==> src/rtl/lieat_ifu_bpu_pkg.sv <==
// Shared constants and counter encodings for the fetch-side branch predictor.
// Optional gshare indexing is enabled by defining LIEAT_BPU_GSHARE_EN (undefined by default).
package lieat_ifu_bpu_pkg;

    localparam int BHT_IDX_W = 5;
    localparam int BHT_ENT   = 1 << BHT_IDX_W;

    typedef enum logic [1:0] {
        SNT = 2'b00,
        WNT = 2'b01,
        WT  = 2'b10,
        ST  = 2'b11
    } cnt_e;

    localparam logic [1:0] CNT_RST = WNT;

endpackage

==> src/rtl/lieat_bpu_satcnt.sv <==
// 2-bit saturating counter next-state function; purely combinational.
module lieat_bpu_satcnt
    import lieat_ifu_bpu_pkg::*;
(
    input  logic [1:0] cnt,
    input  logic       taken,
    output logic [1:0] cnt_nxt
);

    always_comb begin
        cnt_nxt = cnt;
        if (taken) begin
            if (cnt != ST) cnt_nxt = cnt + 2'd1;
        end else begin
            if (cnt != SNT) cnt_nxt = cnt - 2'd1;
        end
    end

endmodule

==> src/rtl/lieat_ifu_bpu.sv <==
// Fetch-side BHT predictor: registered prediction, BJP-callback training and flush redirect.
// Define LIEAT_BPU_GSHARE_EN to XOR a 5-bit global history into both table indices.
module lieat_ifu_bpu
    import lieat_ifu_bpu_pkg::*;
#(
    parameter int XLEN = 32
) (
    input  logic                 clk,
    input  logic                 rst_n,
    input  logic                 ifu_req_valid,
    input  logic [XLEN-1:0]      ifu_req_pc,
    input  logic [XLEN-1:0]      ifu_req_imm,
    input  logic                 ifu_req_bxx,
    input  logic                 ifu_req_rv32,
    output logic                 bpu_prdt_valid,
    output logic                 bpu_prdt_taken,
    output logic [XLEN-1:0]      bpu_prdt_pc,
    input  logic                 callback_en,
    input  logic [BHT_IDX_W-1:0] callback_index,
    input  logic                 callback_result,
    input  logic                 callback_flush,
    input  logic [XLEN-1:0]      callback_truepc,
    output logic                 bpu_redirect_valid,
    output logic [XLEN-1:0]      bpu_redirect_pc
);

    logic [1:0]           cnt_q [BHT_ENT];
    logic                 upd_vld;
    logic                 upd_res;
    logic [BHT_IDX_W-1:0] upd_idx;
    logic [BHT_IDX_W-1:0] lk_idx;
    logic [BHT_IDX_W-1:0] cb_idx;

`ifdef LIEAT_BPU_GSHARE_EN
    logic [BHT_IDX_W-1:0] ghr;

    always_ff @(posedge clk or negedge rst_n) begin
        if (!rst_n)           ghr <= '0;
        else if (callback_en) ghr <= {ghr[BHT_IDX_W-2:0], callback_result};
    end

    // Update index uses the pre-shift history, matching the lookup that made the prediction.
    assign lk_idx = ifu_req_pc[BHT_IDX_W+1:2] ^ ghr;
    assign cb_idx = callback_index ^ ghr;
`else
    assign lk_idx = ifu_req_pc[BHT_IDX_W+1:2];
    assign cb_idx = callback_index;
`endif

    logic [1:0] upd_cur;
    logic [1:0] upd_nxt;
    logic [1:0] lk_raw;
    logic [1:0] lk_byp;
    logic [1:0] lk_cnt;

    assign upd_cur = cnt_q[upd_idx];
    assign lk_raw  = cnt_q[lk_idx];

    lieat_bpu_satcnt u_upd_cnt (
        .cnt     (upd_cur),
        .taken   (upd_res),
        .cnt_nxt (upd_nxt)
    );

    lieat_bpu_satcnt u_byp_cnt (
        .cnt     (lk_raw),
        .taken   (upd_res),
        .cnt_nxt (lk_byp)
    );

    // A pending update to the looked-up entry is forwarded so training is visible from t+1.
    assign lk_cnt = (upd_vld && (upd_idx == lk_idx)) ? lk_byp : lk_raw;

    logic            prdt_taken_d;
    logic [XLEN-1:0] prdt_pc_d;
    logic            flush_hit;

    assign prdt_taken_d = ifu_req_bxx & lk_cnt[1];
    assign prdt_pc_d    = prdt_taken_d ? (ifu_req_pc + ifu_req_imm)
                                       : (ifu_req_pc + (ifu_req_rv32 ? XLEN'(4) : XLEN'(2)));
    assign flush_hit    = callback_en & callback_flush;

    always_ff @(posedge clk or negedge rst_n) begin
        if (!rst_n) begin
            upd_vld <= 1'b0;
            upd_idx <= '0;
            upd_res <= 1'b0;
        end else begin
            upd_vld <= callback_en;
            if (callback_en) begin
                upd_idx <= cb_idx;
                upd_res <= callback_result;
            end
        end
    end

    always_ff @(posedge clk or negedge rst_n) begin
        if (!rst_n) begin
            for (int i = 0; i < BHT_ENT; i++) cnt_q[i] <= CNT_RST;
        end else if (upd_vld) begin
            cnt_q[upd_idx] <= upd_nxt;
        end
    end

    always_ff @(posedge clk or negedge rst_n) begin
        if (!rst_n) begin
            bpu_prdt_valid     <= 1'b0;
            bpu_prdt_taken     <= 1'b0;
            bpu_prdt_pc        <= '0;
            bpu_redirect_valid <= 1'b0;
            bpu_redirect_pc    <= '0;
        end else begin
            bpu_prdt_valid     <= ifu_req_valid & ~flush_hit;
            bpu_redirect_valid <= flush_hit;
            if (ifu_req_valid) begin
                bpu_prdt_taken <= prdt_taken_d;
                bpu_prdt_pc    <= prdt_pc_d;
            end
            if (flush_hit) bpu_redirect_pc <= callback_truepc;
        end
    end

endmodule

==> config.mk <==
export PLATFORM = sky130hd
export DESIGN_NAME = lieat_ifu_bpu
export DESIGN_NICKNAME = d
export VERILOG_FILES = /design/src/rtl/lieat_ifu_bpu_pkg.sv /design/src/rtl/lieat_bpu_satcnt.sv /design/src/rtl/lieat_ifu_bpu.sv
export SDC_FILE = /design/constraint.sdc
export NUM_CORES = 1
export LEC_CHECK = 0
export CORE_UTILIZATION = 53
export CTS_BUF_LIST = sky130_fd_sc_hd__clkbuf_8
export DETAILED_ROUTE_END_ITERATION = 6
export MAX_ROUTING_LAYER = met4
export PLACE_DENSITY = 0.86
export SYNTH_ARGS = -nofsm -noshare
export SYNTH_HDL_FRONTEND = slang
export SYNTH_SLANG_ARGS = --single-unit
==> constraint.sdc <==
create_clock -name clk -period 6.2 [get_ports clk]
set_clock_uncertainty 0.05 [all_clocks]
set_input_delay 1.24 -clock clk [delete_from_list [all_inputs] [get_ports clk]]
set_output_delay 1.24 -clock clk [all_outputs]
set_load 0.005 [all_outputs]
==> results, run 1 <==
- The ratio of routed vias to standard cells is 5.87.
- The later pin in the worst-skew pair is clocked with a latency of 460 ps.
- Of all nets on the critical path, the largest fanout is 21.
- The aggregate global routing overflow is 0.
- The routing usage on met3 is 0.0626.
- The floorplan core area is 0.0153 mm^2.
- Detailed placement finished with a half-perimeter wire length of 16400 um.
- The count of clock tree sinks is 138.
- The most frequently used cell type in the post-synthesis netlist is mux2_2.
- The total via count in the routed design is 6608.
- In this run the static leakage power is 0.00464 uW.
- Synthesis instantiated 66 different standard cells from the library.
- The die area is 0.0163 mm^2.
- The final count of negative-setup-slack endpoints is 0.
- The hold violation total from the final report was 0.
- Setup repair after global routing left no endpoint under its margin.
- Of the total synthesized cell area, the portion taken by full adders, half adders and majority gates is 0.0514.
- Counting flops and latches in the post-synthesis netlist gives 138.
- Before antenna repair, the detailed router went through 5 iterations.
- The area fraction in and, or, nand and nor cells after synthesis is 0.121.
- The critical path is of the in -> reg type.
- Compared with the post-synthesis result, the final layout area differs by 28.6%.
- The final number of max-transition violations is 0.
- By area the synthesized netlist is led by dfrtp_1 (32%), mux2_2 (17%), dfstp_2 (10%), mux4_2 (7.8%), ha_1 (4.6%).
- Of the total power, the share spent switching nets is 0.307.
- Entering global routing, the biggest net connects 82 pins.
- Derived from the worst setup path, the maximum achievable clock frequency is 174 MHz.
- The post-synthesis share of cell area spent on xor and xnor gates is 0.0293.
- The most used flip-flop cell after synthesis is dfrtp_1.
- The synthesized-area fraction occupied by ao, oa, aoi and oai cells came to 0.0912.
- The worst-case IR drop observed on VDD is 267 uV.
- The required time reported for the critical path endpoint is 6500 ps.
- The share of total power dissipated in sequential elements is 0.441.
- The setup TNS is 0 ps.
- The layer flagged by global routing as most heavily used is met2.
- The area fraction of the dominant cell type after synthesis is 0.316.
- The fill cell total of the finished layout is 1106.
- The floorplan step set the die width to 128 um.
- The smallest clock period supported by the final layout is computed as 5740 ps.
- Once detail routing completed, the nets flagged for antenna violations numbered 0.
- The number of gates resized after CTS is 0.
- The reported max-cap violation count is 0.
- The sequential share of the synthesized area is 0.417.
- The count of nets after finishing is 1043.
- Of the total power, combinational logic draws 0.321.
- The part of the cycle the worst path needs is 0.926.
- TritonCTS built the clock tree.
- The data arrival time of the worst path is 6040 ps.
- After detailed routing, the number of remaining DRC violations is 0.
- The mapped cell area is 0.00838 mm^2.
- The critical path startpoint category is an input port.
- The clock network fraction of total power is 0.238.
- The repair_antennas step left the layout with diodes totalling 0.
- By area, the combinational part of the netlist is dominated by multiplexers.
- The number of buffers inserted for hold repair after clock tree synthesis is 0.
- The number of rows in the core area is 45.
- The internal power consumption is 2120 uW.
- In this run the vertical extent of the chip is 128 um.
- The worst max-slew margin expressed relative to the limit is 0.476.
- The number of levels in the clock H-tree is 4.
- Post-CTS timing repair inserted 0 buffers for setup.
- In the synthesized netlist, the number of instances is 721.
- After clock tree synthesis, the clock-pin slew on the worst setup and hold paths is 80 ps.
- At the pin with the least slew margin, the transition time is 786 ps.
- Pin placement for this block handled 176 I/O pins.
- The flow ran to the end, and the final reports show no timing, DRC or antenna violations.
- The synthesized design spends more area on one cell type than any other, namely dfrtp_1.
- The synthesized netlist net count is 862.
- In the final routed layout, each cell accounts on average for 19.5 um.
- The ratio of total power to cell area is 283 mW/mm^2.
- Counting the buffers created by CTS gives 17.
- The path type of the worst min-delay path is reg -> reg.
- Of the cells placed in the final design, the portion with a size suffix greater than 1 is 0.285.
- The commonest cells after synthesis are mux2_2 (126), dfrtp_1 (106), nand2_1 (46), nor2_1 (45), and2_1 (33).
- The maximum buffer depth of the clock tree is 2.
- The routed wire length is 22000 um.
- STA classifies the critical path endpoint as a register.
- The iteration-0 DRC count of the detailed router is 585.
- For this configuration, the core starts out at a cell density of 0.547.
- The total number of yosys warnings is 0.
- The number of antenna violations at the first check in global routing is 0.
- After synthesis, the mean cell area works out to 11.6 um^2.
- The placer's final routability congestion estimate is 0.941.
- The share of cell area taken by muxes after synthesis is 0.260.
- For this run, global-route usage on met2 was measured as 0.465.
- The power consumption is 3050 uW.
- For this design the total switching power over the nets is 937 uW.
- The count of input and output buffers is 175.
- For this run, the total global-route usage over all layers was measured as 0.293.
- Of all flip-flops after synthesis, the portion carrying an async set or reset was 1.00.
- The first-pass GRT wire length is 35500 um.
- The met1 global-route usage is 0.372.
- CTS placed an instance of clkbuf_8 at the clock tree root.
- The count of flip-flops with a built-in enable after synthesis is 0.
- The number of global-route vias before repair came to 6750.
## critical path, stage by stage
cell and delay, ps:
clkdlybuf4s50_1 510, buf_12 190, mux4_2 520, mux2i_1 170
a32o_1 240, nor3_1 60, o21ai_1 250, a21oi_2 150
and2_1 180, ha_1 210, fa_1 410, a21o_1 170
a21oi_1 230, o21bai_1 120, a211o_1 330, buf_4 160
a31oi_1 180, o21ai_0 160, a21oi_1 210, xnor2_1 80
mux2_2 270
## layout make-up
cell class                 count  area (um^2)  share of cell area
multi-input combinational    534         4630               0.429
sequential                   138         3490               0.324
timing repair buffer         200         1970               0.182
tap                          211          264              0.0245
clock buffer                  17          234              0.0217
clock inverter                15          153              0.0142
inverter                      11         41.3             0.00383
## cells by family after synthesis
family	after synthesis
flops	138
compound gates	113
xor+xnor	28
simple gates	194
mux	165
fa+ha+maj	34
buf+inv	49
## power groups by stage
stage	registers, uW	clock network (uW)	logic, uW
finish	1350	726	979
global route	1370	781	1060
CTS	1340	743	983
detailed placement	1360	0	976
global placement	1340	0	951
floorplan	1290	0	598
## sequential cells by signal, summed over array words and instances, names as in the netlist
register and flops:
bpu_prdt_pc 32, upd_idx 5, bpu_prdt_valid 1, bpu_redirect_pc 32, upd_vld 1, cnt_q 64, bpu_prdt_taken 1, bpu_redirect_valid 1
upd_res 1
## per-layer routing
metal / vias up / part of all wire
met5: - / 0
met3: 44 / 0.073
met2: 293 / 0.49
met1: 3260 / 0.41
met4: 0 / 0.026
li1: 3011 / -
## worst paths after layout
path	start	end	slack, ps	cells after the start
min in group asynchronous	rst_n	bpu_prdt_pc[28]	770	1
min reg2reg	bpu_prdt_pc[5]	bpu_prdt_pc[5]	450	1
max	ifu_req_pc[3]	bpu_prdt_pc[20]	460	21
max in group asynchronous	rst_n	cnt_q[43]	4150	2
min	bpu_prdt_pc[5]	bpu_prdt_pc[5]	450	1
max reg2reg	upd_idx[3]	bpu_prdt_pc[20]	1350	18
## through the flow
| stage | hold WS, ps | setup slack [ps] | cell area, um^2 | cells | util |
|---|---|---|---|---|---|
| after global routing | 468 | 155 | 10800 | 1126 | 0.704 |
| after detailed placement | 426 | 35.1 | 10400 | 1094 | 0.679 |
| after CTS | 444 | 493 | 10800 | 1126 | 0.704 |
| final | 446 | 458 | 10800 | 1126 | 0.704 |
| after global placement | 420 | 164 | 10400 | 1094 | 0.679 |
| after floorplan | 425 | 679 | 8380 | 721 | - |
## cell usage in the layout, fill, tap and decap left out, types with 3 or more instances in the layout
cell / n
mux2_2: 126
dfrtp_1: 106
clkdlybuf4s50_1: 174
nand2_1: 46
a22oi_1: 7
clkbuf_8: 17
o21ai_2: 3
and2_1: 33
a21boi_0: 3
o21bai_1: 3
xor2_1: 10
a211oi_1: 5
inv_1: 14
o21ai_0: 14
a21oi_1: 31
nor4_1: 3
or2_2: 3
mux4_2: 29
clkinvlp_4: 5
nand3_1: 15
nor2_1: 45
mux2i_1: 9
dfstp_2: 32
nand4_1: 7
a21oi_2: 3
nor3b_1: 4
nor2b_1: 5
xnor2_1: 18
o31ai_1: 4
nand3b_1: 10
nor3_1: 6
a21o_1: 15
buf_4: 23
inv_6: 4
o21a_1: 3
a31oi_1: 4
and3_1: 6
ha_1: 31
Power figures use the tool's default switching activity.
==> run 2, diff against run 1 <==
--- a/config.mk
+++ b/config.mk
@@ -5,11 +5,13 @@
 export SDC_FILE = /design/constraint.sdc
 export NUM_CORES = 1
 export LEC_CHECK = 0
+export ABC_CLOCK_PERIOD_IN_PS = 6200
 export CORE_UTILIZATION = 53
 export CTS_BUF_LIST = sky130_fd_sc_hd__clkbuf_8
 export DETAILED_ROUTE_END_ITERATION = 6
 export MAX_ROUTING_LAYER = met4
 export PLACE_DENSITY = 0.86
+export SETUP_SLACK_MARGIN = 0.1
 export SYNTH_ARGS = -nofsm -noshare
 export SYNTH_HDL_FRONTEND = slang
 export SYNTH_SLANG_ARGS = --single-unit
==> results of run 2 <==
The final DEF is identical to that of run 1; final timing and power are the same.
==> run 3, diff against run 2 <==
--- a/config.mk
+++ b/config.mk
@@ -6,11 +6,14 @@
 export NUM_CORES = 1
 export LEC_CHECK = 0
 export ABC_CLOCK_PERIOD_IN_PS = 6200
-export CORE_UTILIZATION = 53
+export CELL_PAD_IN_SITES_DETAIL_PLACEMENT = 1
+export CELL_PAD_IN_SITES_GLOBAL_PLACEMENT = 1
+export CORE_MARGIN = 2
+export CORE_UTILIZATION = 42
 export CTS_BUF_LIST = sky130_fd_sc_hd__clkbuf_8
 export DETAILED_ROUTE_END_ITERATION = 6
 export MAX_ROUTING_LAYER = met4
-export PLACE_DENSITY = 0.86
+export PLACE_DENSITY = 0.87
 export SETUP_SLACK_MARGIN = 0.1
 export SYNTH_ARGS = -nofsm -noshare
 export SYNTH_HDL_FRONTEND = slang
==> run 3 against run 2 <==
Compared with the run above: clock-buffer cell count unchanged; global-route usage decreased by 3.5 points; critical endpoint is now bpu_prdt_pc[30]; power increased by 0.70%; worst setup slack got worse by 100 ps; highest routed layer unchanged.
==> results, run 3 (synthesis gave the netlist of run 1 again) <==
- In the layout the commonest cells are clkdlybuf4s50_1 (174), mux2_2 (126), dfrtp_1 (106), nand2_1 (46), nor2_1 (45).
- The path type of the worst setup path is in -> reg.
- The register with the most flip-flops in the final layout is cnt_q.
- The startpoint identified for the worst hold timing path is bpu_redirect_pc[23].
- The reg-to-reg setup timing slack is 1410 ps (+60 ps).
- The slowest library cell on the worst path is mux4_2.
- The number of setup buffers added after CTS was 0 (unchanged).
- The worst max-slew margin expressed relative to the limit came to 0.379 (-0.0976).
- The count of clock tree sinks is 138 (unchanged).
- The insertion delay of the later-clocked pin in the worst-skew pair is 460 ps (about the same).
- The clock transition at the registers of the reported paths came to 90 ps (about the same).
- TritonCTS built the clock tree.
- The most numerous cell type found on the critical path is a21oi_1.
- The number of I/O pins is 176 (unchanged).
- The delay contributed by the slowest stage of the critical path was 510 ps (about the same).
- In this run the critical register-to-register path is captured at bpu_prdt_pc[30].
- The maximum buffer depth of the clock tree is 2 (unchanged).
- The number of gates resized after CTS was 0 (unchanged).
- The final hold slack is 460 ps (+13.9 ps).
- The required time reported for the critical path endpoint is 6500 ps (about the same).
- The critical path goes through clkdlybuf4s50_1 > buf_12 > mux4_2 > mux2_2 > nand2_1 > nand4_1 > o21ai_2 > a21oi_2 > and2_1 > ha_1 > fa_1 > a21o_1 > a21oi_1 > o21bai_1 > a211o_1 > and4b_1 > o21ai_1 > a21oi_1 > or3_1 > a31o_1.
- The aggregate global routing overflow is 0 (unchanged).
- The area growth from synthesis to layout is 29.4%.
- The count of input and output buffers is 175 (unchanged).
- The slew at the pin closest to its max-slew limit is 932 ps (+146 ps).
- The worst IR drop on VDD is 165 uV (-38%).
- The total via count in the routed design is 6719 (+1.7%).
- The total CTS buffers is 17 (unchanged).
- The ratio of routed vias to standard cells is 5.67 (-3.3%).
- The leakage power figure came to 0.00465 uW (+0.18%).
- The final count of negative-setup-slack endpoints was 0 (unchanged).
- The hold violation total from the final report came to 0 (unchanged).
- The worst-path maximum fanout is 21 (unchanged).
- The category of the worst setup path capture point is a register.
- CTS placed an instance of clkbuf_8 at the clock tree root.
- The iteration-0 DRC count of the detailed router came to 452 (-23%).
- The flip-flop count of the largest register after layout came to 64 (unchanged).
- The number of antenna violations at the first check in global routing is 2 (+2).
- The cell depth of the worst hold path is 1 (unchanged).
- The average routed wire per standard cell is 22.0 um (+13%).
- The critical path startpoint category is an input port.
- The setup TNS is 0 ps (unchanged).
- Setup repair after global routing left no endpoint under its margin.
- The placer's final routability congestion estimate is 0.872 (-7.3%).
- The count of nets after finishing came to 1045 (+0.19%).
- The reported max-cap violation count is 0 (unchanged).
- The number of global-route vias before repair came to 7333 (+8.6%).
- The final number of max-transition violations is 0 (unchanged).
- The time the final worst path needs with I/O delays and setup is 5840 ps (+102 ps).
- The path type of the worst min-delay path is reg -> reg.
- The first-pass GRT wire length is 41600 um (+17%).
- The ratio of cells with drive above 1 in the final layout is 0.290 (+0.00483).
- The part of the cycle the worst path needs is 0.943 (+0.0164).
- The placed wire-length estimate after detailed placement is 19500 um (+19%).
- The die area is 0.0211 mm^2 (+29%).
- In the final layout, the registers with the most flip-flops are cnt_q (64), bpu_prdt_pc (32), bpu_redirect_pc (32).
- The data arrival time of the worst path was 6140 ps (+100 ps).
- The DRC violation count after routing is 0 (unchanged).
- The number of levels in the clock H-tree was 4 (unchanged).
- The flow ran to the end, and the final reports show no timing, DRC or antenna violations.
- The starting density of the core is 0.429 (-0.118).
- The placed standard-cell area is 0.0105 mm^2 (+0.79%).
- The maximum clock frequency came to 171 MHz (-1.7%).
- The largest net degree at the start of global routing is 93 (+13%).
- The number of rows in the core area is 51 (+13%).
- The floorplan core area is 0.0195 mm^2 (+27%).
- The ratio of total power to cell area came to 283 mW/mm^2 (about the same).
- The path with the worst hold slack has its endpoint at bpu_redirect_pc[23].
- The number of optimization iterations in the first detailed-route pass is 4 (-1).
- The y dimension of the die came to 145 um (+14%).
- The post-layout instance area is 0.0108 mm^2 (+0.62%).
- The number of buffers inserted for hold repair after clock tree synthesis came to 0 (unchanged).
- The worst register-to-register path begins at upd_idx[4].
- The remaining antenna violation count is 0 (unchanged).
- The chip width is 145 um (+14%).
- The worst-case reg-to-reg path depth is 17 (-1).
- The overall global routing resource usage is 0.258 (-0.0353).
- The routed wire length is 26100 um (+19%).
- The commonest non-fill, non-tap cell in the layout is clkdlybuf4s50_1.
-- run 3: changes by cell type in the layout (fill, tap and decap cells not counted) --
cell | previous run | this run
clkinvlp_4 | 5 | 1
clkinv_8 | 0 | 1
inv_1 | 14 | 11
diode_2 | 0 | 2
inv_8 | 0 | 2
bufinv_16 | 2 | 0
clkinv_2 | 0 | 3
buf_4 | 23 | 25
inv_6 | 4 | 7
-- run 3: critical path, delay by kind of cell --
family                   cells  cell delay, ps
AO/OA/AOI/OAI                9            1810
AND/OR/NAND/NOR              5             960
multiplexers                 2             810
buffers and inverters        2             690
adder cells (fa/ha/maj)      2             610
-- run 3: area by class of cell --
type,count,area (um^2)
Multi-Input combinational cell,534,4630
Antenna cell,2,5.00
Clock inverter,15,131
Timing Repair Buffer,202,1980
Inverter,11,41.3
Fill cell,2126,8680
Tap cell,265,332
Clock buffer,17,234
Sequential cell,138,3490
-- run 3: how the worst max path moves through the flow --
stage,startpoint,endpoint,slack (ps),cells past startpoint
global route,ifu_req_pc[4],bpu_prdt_pc[26],130,20
CTS,ifu_req_pc[3],bpu_prdt_pc[30],460,20
floorplan,ifu_req_pc[2],bpu_prdt_pc[30],680,20
finish,ifu_req_pc[3],bpu_prdt_pc[30],360,20
detailed placement,ifu_req_pc[3],bpu_prdt_pc[30],-0.9,20
global placement,ifu_req_pc[3],bpu_prdt_pc[30],110,20
-- run 3: layer usage --
metal / global-route usage / share of wire / vias up
met3: 0.0475 / 0.046 / 40
met2: 0.425 / 0.50 / 221
met4: 0.0931 / 0.026 / 0
met5: - / 0 / -
met1: 0.319 / 0.42 / 3452
li1: - / - / 3006
-- run 3: power breakdown --
group	total (uW)	leakage (uW)	internal, uW	switching, uW
clock network	702	0.000189	292	410
logic	1020	0.00281	588	430
registers	1350	0.00164	1170	182
-- run 3: metrics by stage --
| step | instances | power, uW | util | worst slack [ps] |
|---|---|---|---|---|
| floorplan | 721 | 1880 | - | 679 |
| global placement | 1150 | 2310 | 0.536 | 112 |
| detailed placement | 1150 | 2380 | 0.536 | -0.920 |
| CTS | 1182 | 3090 | 0.555 | 459 |
| global route | 1184 | 3220 | 0.555 | 126 |
| finish | 1184 | 3070 | 0.555 | 356 |
